===== src/rtl/naive_ntt_pkg.sv =====
// Shared definitions for the naive forward/inverse 8-point NTT blocks:
// sizes, the inverse-NTT state encoding and lane pack/unpack helpers.
package naive_ntt_pkg;

    localparam int N = 8;
    localparam int W = 8;

    typedef enum logic [2:0] {
        S_IDLE  = 3'd0,
        S_TWID  = 3'd1,
        S_MAC   = 3'd2,
        S_SCALE = 3'd3,
        S_DONE  = 3'd4
    } intt_state_t;

    function automatic logic [W-1:0] get_lane(input logic [N*W-1:0] vec, input logic [2:0] idx);
        return vec[int'(idx)*W +: W];
    endfunction

    function automatic logic [N*W-1:0] put_lane(input logic [N*W-1:0] vec, input logic [2:0] idx,
                                                input logic [W-1:0] val);
        logic [N*W-1:0] r_vec;
        r_vec = vec;
        r_vec[int'(idx)*W +: W] = val;
        return r_vec;
    endfunction

endpackage


===== src/rtl/naive_intt_mod_mac.sv =====
// Combinational modular multiply-accumulate r = (a + b*c) % m, with m == 0
// forced to a zero result so a degenerate modulus never produces X.
module mod_mac #(
    parameter int W = 8
) (
    input  logic [W-1:0] i_a,
    input  logic [W-1:0] i_b,
    input  logic [W-1:0] i_c,
    input  logic [W-1:0] i_m,
    output logic [W-1:0] o_r
);

    logic [2*W-1:0] w_prod;
    logic [2*W:0]   w_sum;

    assign w_prod = {{W{1'b0}}, i_b} * {{W{1'b0}}, i_c};
    assign w_sum  = {1'b0, w_prod} + {{(W+1){1'b0}}, i_a};

    always_comb begin
        o_r = '0;
        if (i_m != '0) begin
            o_r = W'(w_sum % {{(W+1){1'b0}}, i_m});
        end
    end

endmodule


===== src/rtl/naive_intt.sv =====
// Sequential inverse 8-point NTT: one shared mod_mac builds the twiddle table,
// accumulates each output row and applies the n_inv scaling.
module naive_intt #(
    parameter int N = 8,
    parameter int W = 8
) (
    input  logic           clk,
    input  logic           rst_n,
    input  logic           in_valid,
    output logic           in_ready,
    input  logic [N*W-1:0] data_in,
    input  logic [W-1:0]   omega_inv,
    input  logic [W-1:0]   n_inv,
    input  logic [W-1:0]   mod,
    output logic           out_valid,
    input  logic           out_ready,
    output logic [N*W-1:0] data_out,
    output logic           busy
);
    import naive_ntt_pkg::*;

    intt_state_t r_state;
    intt_state_t w_state_next;

    logic [W-1:0] r_x  [N];
    logic [W-1:0] r_tw [N];
    logic [W-1:0] r_y  [N];
    logic [W-1:0] r_omega;
    logic [W-1:0] r_ninv;
    logic [W-1:0] r_mod;
    logic [W-1:0] r_acc;
    logic [2:0]   r_k;
    logic [2:0]   r_i;
    logic [2:0]   r_j;

    logic [W-1:0] w_a;
    logic [W-1:0] w_b;
    logic [W-1:0] w_c;
    logic [W-1:0] w_r;
    logic [2:0]   w_exp;

    // Exponent i*j reduced mod 8 by keeping only the low three bits.
    assign w_exp = r_i * r_j;

    always_ff @(posedge clk or negedge rst_n) begin
        if (!rst_n) begin
            r_state <= S_IDLE;
        end else begin
            r_state <= w_state_next;
        end
    end

    always_comb begin
        w_state_next = r_state;
        in_ready     = 1'b0;
        out_valid    = 1'b0;
        busy         = 1'b0;
        case (r_state)
            S_IDLE: begin
                in_ready = 1'b1;
                if (in_valid) w_state_next = S_TWID;
            end
            S_TWID: begin
                busy = 1'b1;
                if (r_k == 3'd7) w_state_next = S_MAC;
            end
            S_MAC: begin
                busy = 1'b1;
                if (r_j == 3'd7) w_state_next = S_SCALE;
            end
            S_SCALE: begin
                busy = 1'b1;
                w_state_next = (r_i == 3'd7) ? S_DONE : S_MAC;
            end
            S_DONE: begin
                out_valid = 1'b1;
                if (out_ready) w_state_next = S_IDLE;
            end
            default: w_state_next = S_IDLE;
        endcase
    end

    // The single mod_mac is time-shared; operands are steered by state.
    always_comb begin
        w_a = '0;
        w_b = '0;
        w_c = '0;
        case (r_state)
            S_TWID: begin
                if (r_k == 3'd0) begin
                    w_b = W'(1);
                    w_c = W'(1);
                end else begin
                    w_b = r_tw[r_k - 3'd1];
                    w_c = r_omega;
                end
            end
            S_MAC: begin
                w_a = r_acc;
                w_b = r_x[r_j];
                w_c = r_tw[w_exp];
            end
            S_SCALE: begin
                w_b = r_acc;
                w_c = r_ninv;
            end
            default: ;
        endcase
    end

    mod_mac #(.W(W)) u_mod_mac (
        .i_a (w_a),
        .i_b (w_b),
        .i_c (w_c),
        .i_m (r_mod),
        .o_r (w_r)
    );

    always_ff @(posedge clk or negedge rst_n) begin
        if (!rst_n) begin
            for (int n = 0; n < N; n++) begin
                r_x[n]  <= '0;
                r_tw[n] <= '0;
                r_y[n]  <= '0;
            end
            r_omega <= '0;
            r_ninv  <= '0;
            r_mod   <= '0;
            r_acc   <= '0;
            r_k     <= '0;
            r_i     <= '0;
            r_j     <= '0;
        end else begin
            case (r_state)
                S_IDLE: begin
                    if (in_valid) begin
                        for (int n = 0; n < N; n++) begin
                            r_x[n] <= get_lane(data_in, 3'(n));
                        end
                        r_omega <= omega_inv;
                        r_ninv  <= n_inv;
                        r_mod   <= mod;
                        r_k     <= '0;
                    end
                end
                S_TWID: begin
                    r_tw[r_k] <= w_r;
                    r_k       <= r_k + 3'd1;
                    if (r_k == 3'd7) begin
                        r_i   <= '0;
                        r_j   <= '0;
                        r_acc <= '0;
                    end
                end
                S_MAC: begin
                    r_acc <= w_r;
                    r_j   <= r_j + 3'd1;
                end
                S_SCALE: begin
                    r_y[r_i] <= w_r;
                    r_acc    <= '0;
                    r_j      <= '0;
                    if (r_i != 3'd7) r_i <= r_i + 3'd1;
                end
                default: ;
            endcase
        end
    end

    // Result is only presented in DONE, so intermediate rows never leak out.
    always_comb begin
        data_out = '0;
        if (r_state == S_DONE) begin
            for (int n = 0; n < N; n++) begin
                data_out = put_lane(data_out, 3'(n), r_y[n]);
            end
        end
    end

endmodule


===== config.mk =====
export PLATFORM = sky130hd
export DESIGN_NAME = naive_intt
export DESIGN_NICKNAME = d
export VERILOG_FILES = /design/src/rtl/naive_ntt_pkg.sv /design/src/rtl/naive_intt_mod_mac.sv /design/src/rtl/naive_intt.sv
export SDC_FILE = /design/constraint.sdc
export NUM_CORES = 1
export LEC_CHECK = 0
export CAP_MARGIN = 40
export CORE_AREA = 2 2 202 204
export CTS_BUF_LIST = sky130_fd_sc_hd__clkbuf_16
export DETAILED_ROUTE_END_ITERATION = 8
export DIE_AREA = 0 0 204 206
export DONT_BUFFER_PORTS = 1
export GPL_TIMING_DRIVEN = 0
export PLACE_DENSITY = 0.66
export SLEW_MARGIN = 15
export SYNTH_ARGS = -nofsm -noshare
export SYNTH_HDL_FRONTEND = slang
export SYNTH_HIERARCHICAL = 1
export SYNTH_SLANG_ARGS = --single-unit

===== constraint.sdc =====
create_clock -name clk -period 56.7 [get_ports clk]
set_input_delay 8.505 -clock clk [delete_from_list [all_inputs] [get_ports clk]]
set_output_delay 8.505 -clock clk [all_outputs]
set_load 0.01 [all_outputs]

== Yosys cells after proc, flatten, opt, wreduce, memory -nomap -nowiden ==
Index checks and enable logic that the tools add are counted.
W data, S select, Z words.
Storage, ports and cells
  bits of input ports: 92
  flip-flop bits (word level): 236
  logic and storage cells: 118
  output and inout port bits: 67
Cells by class
  equal/unequal tests: 13
  reductions and logical operators: 14
  muxes and demuxes: 39
  divide/modulo/power cells: 1
  add/subtract/negate cells: 5
  bitwise logic cells: 5
  $mul: 2
  order comparisons: 7
Operators with widths (number)
  $bwmux W64: 2
  $mux W8: 13
  $bmux W8 S3: 3
  $pmux W8 S3: 3
  $mux W64: 1
  $demux W8 S3: 2
  $mux W3: 8
  $ge A4 B4 Y1 const B: 5
  $not A3 Y4: 5
  $add A16 B8 Y17: 1
  $mod A17 B8 Y17: 1
  $mul A8 B8 Y16: 1
  $pmux W3 S5: 1
  $eq A3 B3 Y1 const B: 4
  $pmux W3 S2: 2
  $ne A2 B2 Y1 const B: 5
  $add A3 B1 Y3 const B: 3
  $pmux W3 S3: 1
  $lt A4 B1 Y1 const B: 2
  $reduce_bool A8 Y1: 1
  $eq A3 B2 Y1 const B: 2
  $logic_not A3 Y1: 2
  $reduce_and A2 Y1: 3
  $reduce_and A4 Y1: 1
  10 further kinds: 14

== Longest topological paths before layout ==
  word-level depth: 12
  gate-level depth with buffers: 205
  gate-level depth less buffers: 192

== Hierarchy ==
Netlist, hierarchy kept.
By module, submodules not included
  naive_intt: seq. area each 5905.7 um2, area an instance 11389.7 um2, cells each 823, times used 1
  mod_mac: seq. area each 0.0 um2, area an instance 9032.4 um2, cells each 1207, times used 1

== Worst setup path before layout ==
No wires, ideal clock.
  kind: reg2reg
  start point: reg r_j[1]
  end point: reg r_tw[18] in the netlist's numbering
  buffers on the path: 16
  library setup time: 65 ps
  data arrival time: 39458 ps
  setup slack: 17177 ps
  cell stages (with the launch flop): 187
  required time: 56635 ps
  period minus slack after synthesis: 39523 ps
  cells stage by stage: dfrtp_1 -> buf_4 -> buf_4 -> buf_2 -> and2_1 -> ha_1 -> buf_2 -> buf_1 -> mux4_2 -> nand3_1 -> o211ai_1 -> and2_1 -> fa_1 -> fa_1 -> fa_1 -> inv_1 -> fa_1 -> inv_1 -> [... 151 more ...] -> inv_1 -> ha_1 -> nor2b_1 -> o21ai_0 -> nand2b_1 -> a21o_1 -> a21o_1 -> a21o_1 -> a21oi_1 -> o21ai_0 -> a21oi_1 -> nand3b_1 -> nor3_1 -> nand3_1 -> or4b_1 -> o41ai_1 -> clkbuf_1 -> mux2_2
On the way
  cells in the longest elaborated chain, start to end: 11
  elaborated cells on any way between the ends: 16
  classes of those cells: add/sub (1); mul (2); div (1); mux (10); bitwise (2)
Ends and longest elaborated chain
  start: declaration: RTL line naive_intt.sv:34  | logic [2:0] r_j;
  start signal: assignment: RTL line naive_intt.sv:157  | r_j <= r_j + 3'd1;
  $mul A3 B3 Y3: RTL line naive_intt.sv:43  | assign w_exp = r_i * r_j;
  $not A3 Y4 (implied by the code): RTL line naive_intt.sv:101  | w_c = r_tw[w_exp];
  $bmux W8 S3: RTL line naive_intt.sv:101
  $mux W8 (implied by the code) (2 in series): RTL line naive_intt.sv:101
  $pmux W8 S3: RTL line naive_intt.sv:88  | case (r_state)
  named net w_c[6]: RTL line naive_intt.sv:38  | logic [W-1:0] w_c;
  $mul A8 B8 Y16: RTL line naive_intt_mod_mac.sv:16  | assign w_prod = {{W{1'b0}}, i_b} * {{W{1'b0}}, i_c};
  $add A16 B8 Y17: RTL line naive_intt_mod_mac.sv:17  | assign w_sum = {1'b0, w_prod} + {{(W+1){1'b0}}, i_a};
  $mod A17 B8 Y17: RTL line naive_intt_mod_mac.sv:22  | o_r = W'(w_sum % {{(W+1){1'b0}}, i_m});
  $mux W8: RTL line naive_intt_mod_mac.sv:21  | if (i_m != '0) begin
  named net w_r[2]: RTL line naive_intt.sv:39  | logic [W-1:0] w_r;
  $bwmux W64: RTL line naive_intt.sv:147  | r_tw[r_k] <= w_r;
  end signal: indexed assignment: RTL line naive_intt.sv:147
  end: declaration: RTL line naive_intt.sv:26  | logic [W-1:0] r_tw [N];
The timed path passes the listed nets, and every way through them passes these cells. The select of a mux whose other input is x is not followed.
A chain may end at the register's enable or synchronous reset.

== Worst setup path in the final report ==
  start point: reg r_j[0]
  end point: reg r_y[63] in the netlist's numbering
On the way
  cells in the longest elaborated chain, start to end: 11
  elaborated cells on any way between the ends: 16
  classes of those cells: add/sub (1); mul (2); div (1); mux (10); bitwise (2)
Ends and longest elaborated chain
  $mul A3 B3 Y3: RTL line naive_intt.sv:43
  $not A3 Y4 (implied by the code): RTL line naive_intt.sv:101
  $bmux W8 S3: RTL line naive_intt.sv:101
  $mux W8 (implied by the code) (2 in series): RTL line naive_intt.sv:101
  $pmux W8 S3: RTL line naive_intt.sv:88
  named net w_c[6]: RTL line naive_intt.sv:38
  $mul A8 B8 Y16: RTL line naive_intt_mod_mac.sv:16
  $add A16 B8 Y17: RTL line naive_intt_mod_mac.sv:17
  $mod A17 B8 Y17: RTL line naive_intt_mod_mac.sv:22
  $mux W8: RTL line naive_intt_mod_mac.sv:21
  named net w_r[7]: RTL line naive_intt.sv:39
  $bwmux W64: RTL line naive_intt.sv:160  | r_y[r_i] <= w_r;
  end signal: indexed assignment: RTL line naive_intt.sv:160
  end: declaration: RTL line naive_intt.sv:27  | logic [W-1:0] r_y [N];
The timed path passes the listed nets, and every way through them passes these cells. The select of a mux whose other input is x is not followed.

==> impl_metrics.yaml <==
status:
  status: "finished clean"
grt:
  grt_pass1_wl_microns: 85400
  grt_max_degree: 237
  grt-ovfl-total: 0
  grt_pass1_vias: 15907
  grt_usage_pct: 25.3
  antenna_found_initial: 3
yosys:
  synth_top_cell_area_share_pct: 28.9
  synth_warnings: 6
  ys_ff_latch: 236
  synth_flop_cell: "dfrtp_1"
  ys_top_cells_by_area: "dfrtp_1, mux2_2, ha_1"
  async_flop_share_pct: 100
  yosys.area.top_type: "dfrtp_1"
  synth_seq_area_share_pct: 28.9
  synth_fp_nets: 2326
  syn_area_sq_um: 20400
  synth.distinct_cells: 107
  synth_cells: 2030
  syn_area_per_cell_sq_um: 10.1
  synth_edf_count: 0
timing:
  post-route-min-period_ns: 47.27
  drv_slew: 0
  fmaxAchievable_ghz: 0.0212
  finalClockSkew_ns: 0.0140
  grt_setup_unrepaired: "false"
  max_slew_margin_pct: 38.3
  setup_tns_ns: 0
  hold_viol: 0
  finalCritPeriodShare_pct: 83.4
  tightest_slew_ns: 0.920
  setup_viol: 0
clock_network:
  clock_sinks: 236
  clk_latency_ns: 0.54
  clk_pin_slew_ns: 0.06
  h-tree-depth: 1
  post_cts_buffers: 0
  hold_buffers: 0
  cts_max_path_buffers: 3
  cts_tree: "done"
  clockRootBuffer: "clkbuf_16"
  post_cts_resized: 0
  numCtsBuffers: 24
final_layout:
  finalInstanceArea_sq_um: 21900
  final_common_cell: "dfrtp_1"
  regArea_sq_um: 5910
  final_cell_mix: "dfrtp_1, mux2_2, ha_1, nand2_1, inv_1"
  final_layout_size_suffix_gt1_share_pct: 20.0
  fill_cells: 3564
  area_delta_synth_final_pct: 7.13
  multi_input_area_sq_um: 13800
  nets: 2360
die:
  rows: 74
  die_w_microns: 204
  start_util_pct: 50.8
  dieArea_sq_um: 42000
  core_sq_um: 40200
  io_pins: 159
  chipHeight_microns: 206
worst_setup_path:
  start_kind: "flop"
  worstSetupEndpointType: "flop"
  cpMostUsedCell: "o21a_1"
  slowest_stage: "a21oi_1"
  worst_ep_arrival_time_ns: 47.74
  setup.worst_path.class: "flop to flop"
  cpPeakStageDelay_ns: 0.72
  cp_num_buf_inv: 23
  worstPathMaxFanout: 10
  crit_family: "compound AO/OA/AOI/OAI gates"
  crit_required_ns: 57.18
routing:
  first_pass_iters: 5
  drt_iter0_markers: 1209
  vias_per_cell: 6.17
  drt-total-wl_microns: 53600
  drc: 0
  avgRoutedWirePerCell_microns: 20.5
  detail-route-antenna-nets: 0
  vias: 16131
place:
  portBuffers: 0
  place_area_sq_um: 21100
  gp_congestion: 0.870
  post-dp-hpwl_microns: 41000
hold_path:
  hp-class: "flop to flop"
run:
  drv_cap: 0
-- routing by layer --
layer | share of wire [%] | global-route usage [%]
met3 | 4.9 | 3.93
met4 | 2.1 | 6.81
met5 | 0.024 | 0
met2 | 48 | 42.9
met1 | 45 | 33.9
-- through the flow --
| stage | instances | util (%) | hold slack, ns | worst slack [ns] |
|---|---|---|---|---|
| after floorplan | 2030 | - | 0.471 | 17.18 |
| after CTS | 2611 | 54.4 | 0.502 | 9.94 |
| after global placement | 2562 | 52.5 | 0.482 | 10.28 |
| final | 2614 | 54.4 | 0.502 | 9.43 |
| after global routing | 2612 | 54.4 | 0.519 | 6.02 |
| after detailed placement | 2569 | 52.6 | 0.488 | 10.16 |
-- registers in the layout, indices dropped and copies added (netlist names), 8 cells and up --
| name | flops |
|---|---|
| r_tw | 64 |
| r_x | 64 |
| r_mod | 8 |
| r_acc | 8 |
| r_ninv | 8 |
| r_y | 64 |
| r_omega | 8 |
-- cells in the mapped netlist (39+ instances only) --
cell type  instances
dfrtp_1          236
mux2_2           232
ha_1             159
nand2_1          138
nor2_1            99
inv_1             97
a21oi_1           82
and3_1            73
nor3_1            59
o21a_1            58
o21ai_0           52
and2_1            49
fa_1              45
xnor2_1           45
clkbuf_1          43
mux4_2            41
o211ai_1          39
-- logic make-up (layout without fill, tap and decap cells) --
kind of cell             Yosys count  in the layout  share of synthesized area [%]
buffers and inverters            182            232                           3.66
AO/OA/AOI/OAI                    414            414                           14.4
multiplexers                     326            326                           20.2
other                              0              2                              0
AND/OR/NAND/NOR                  602            602                           15.9
XOR/XNOR                          66             66                           2.83
flip-flops                       236            236                           28.9
adder cells (fa/ha/maj)          204            204                           14.2
-- path summary, 6_finish.rpt --
check	slack [ns]	to	from	depth (start not counted)
max reg2reg	9.43	r_y[63]	r_j[0]	187
max	9.43	r_y[63]	r_j[0]	187
min reg2reg	0.50	r_y[51]	r_y[51]	1
min	0.50	r_y[51]	r_y[51]	1
min in group asynchronous	7.66	r_y[35]	rst_n	0
max in group asynchronous	48.59	r_mod[5]	rst_n	0
-- layout make-up --
cell class | count | area share, %
Tap cell | 532 | 3.04
Multi-Input combinational cell | 1612 | 63.0
Sequential cell | 236 | 27.0
Inverter | 99 | 1.70
Antenna cell | 2 | 0.0229
Clock buffer | 24 | 2.75
Buffer | 83 | 1.72
Clock inverter | 18 | 0.572
Timing Repair Buffer | 8 | 0.200
Power is left out: the tool's default activity adds up to more than one toggle a clock period on the data nets, which glitch-free logic cannot reach.
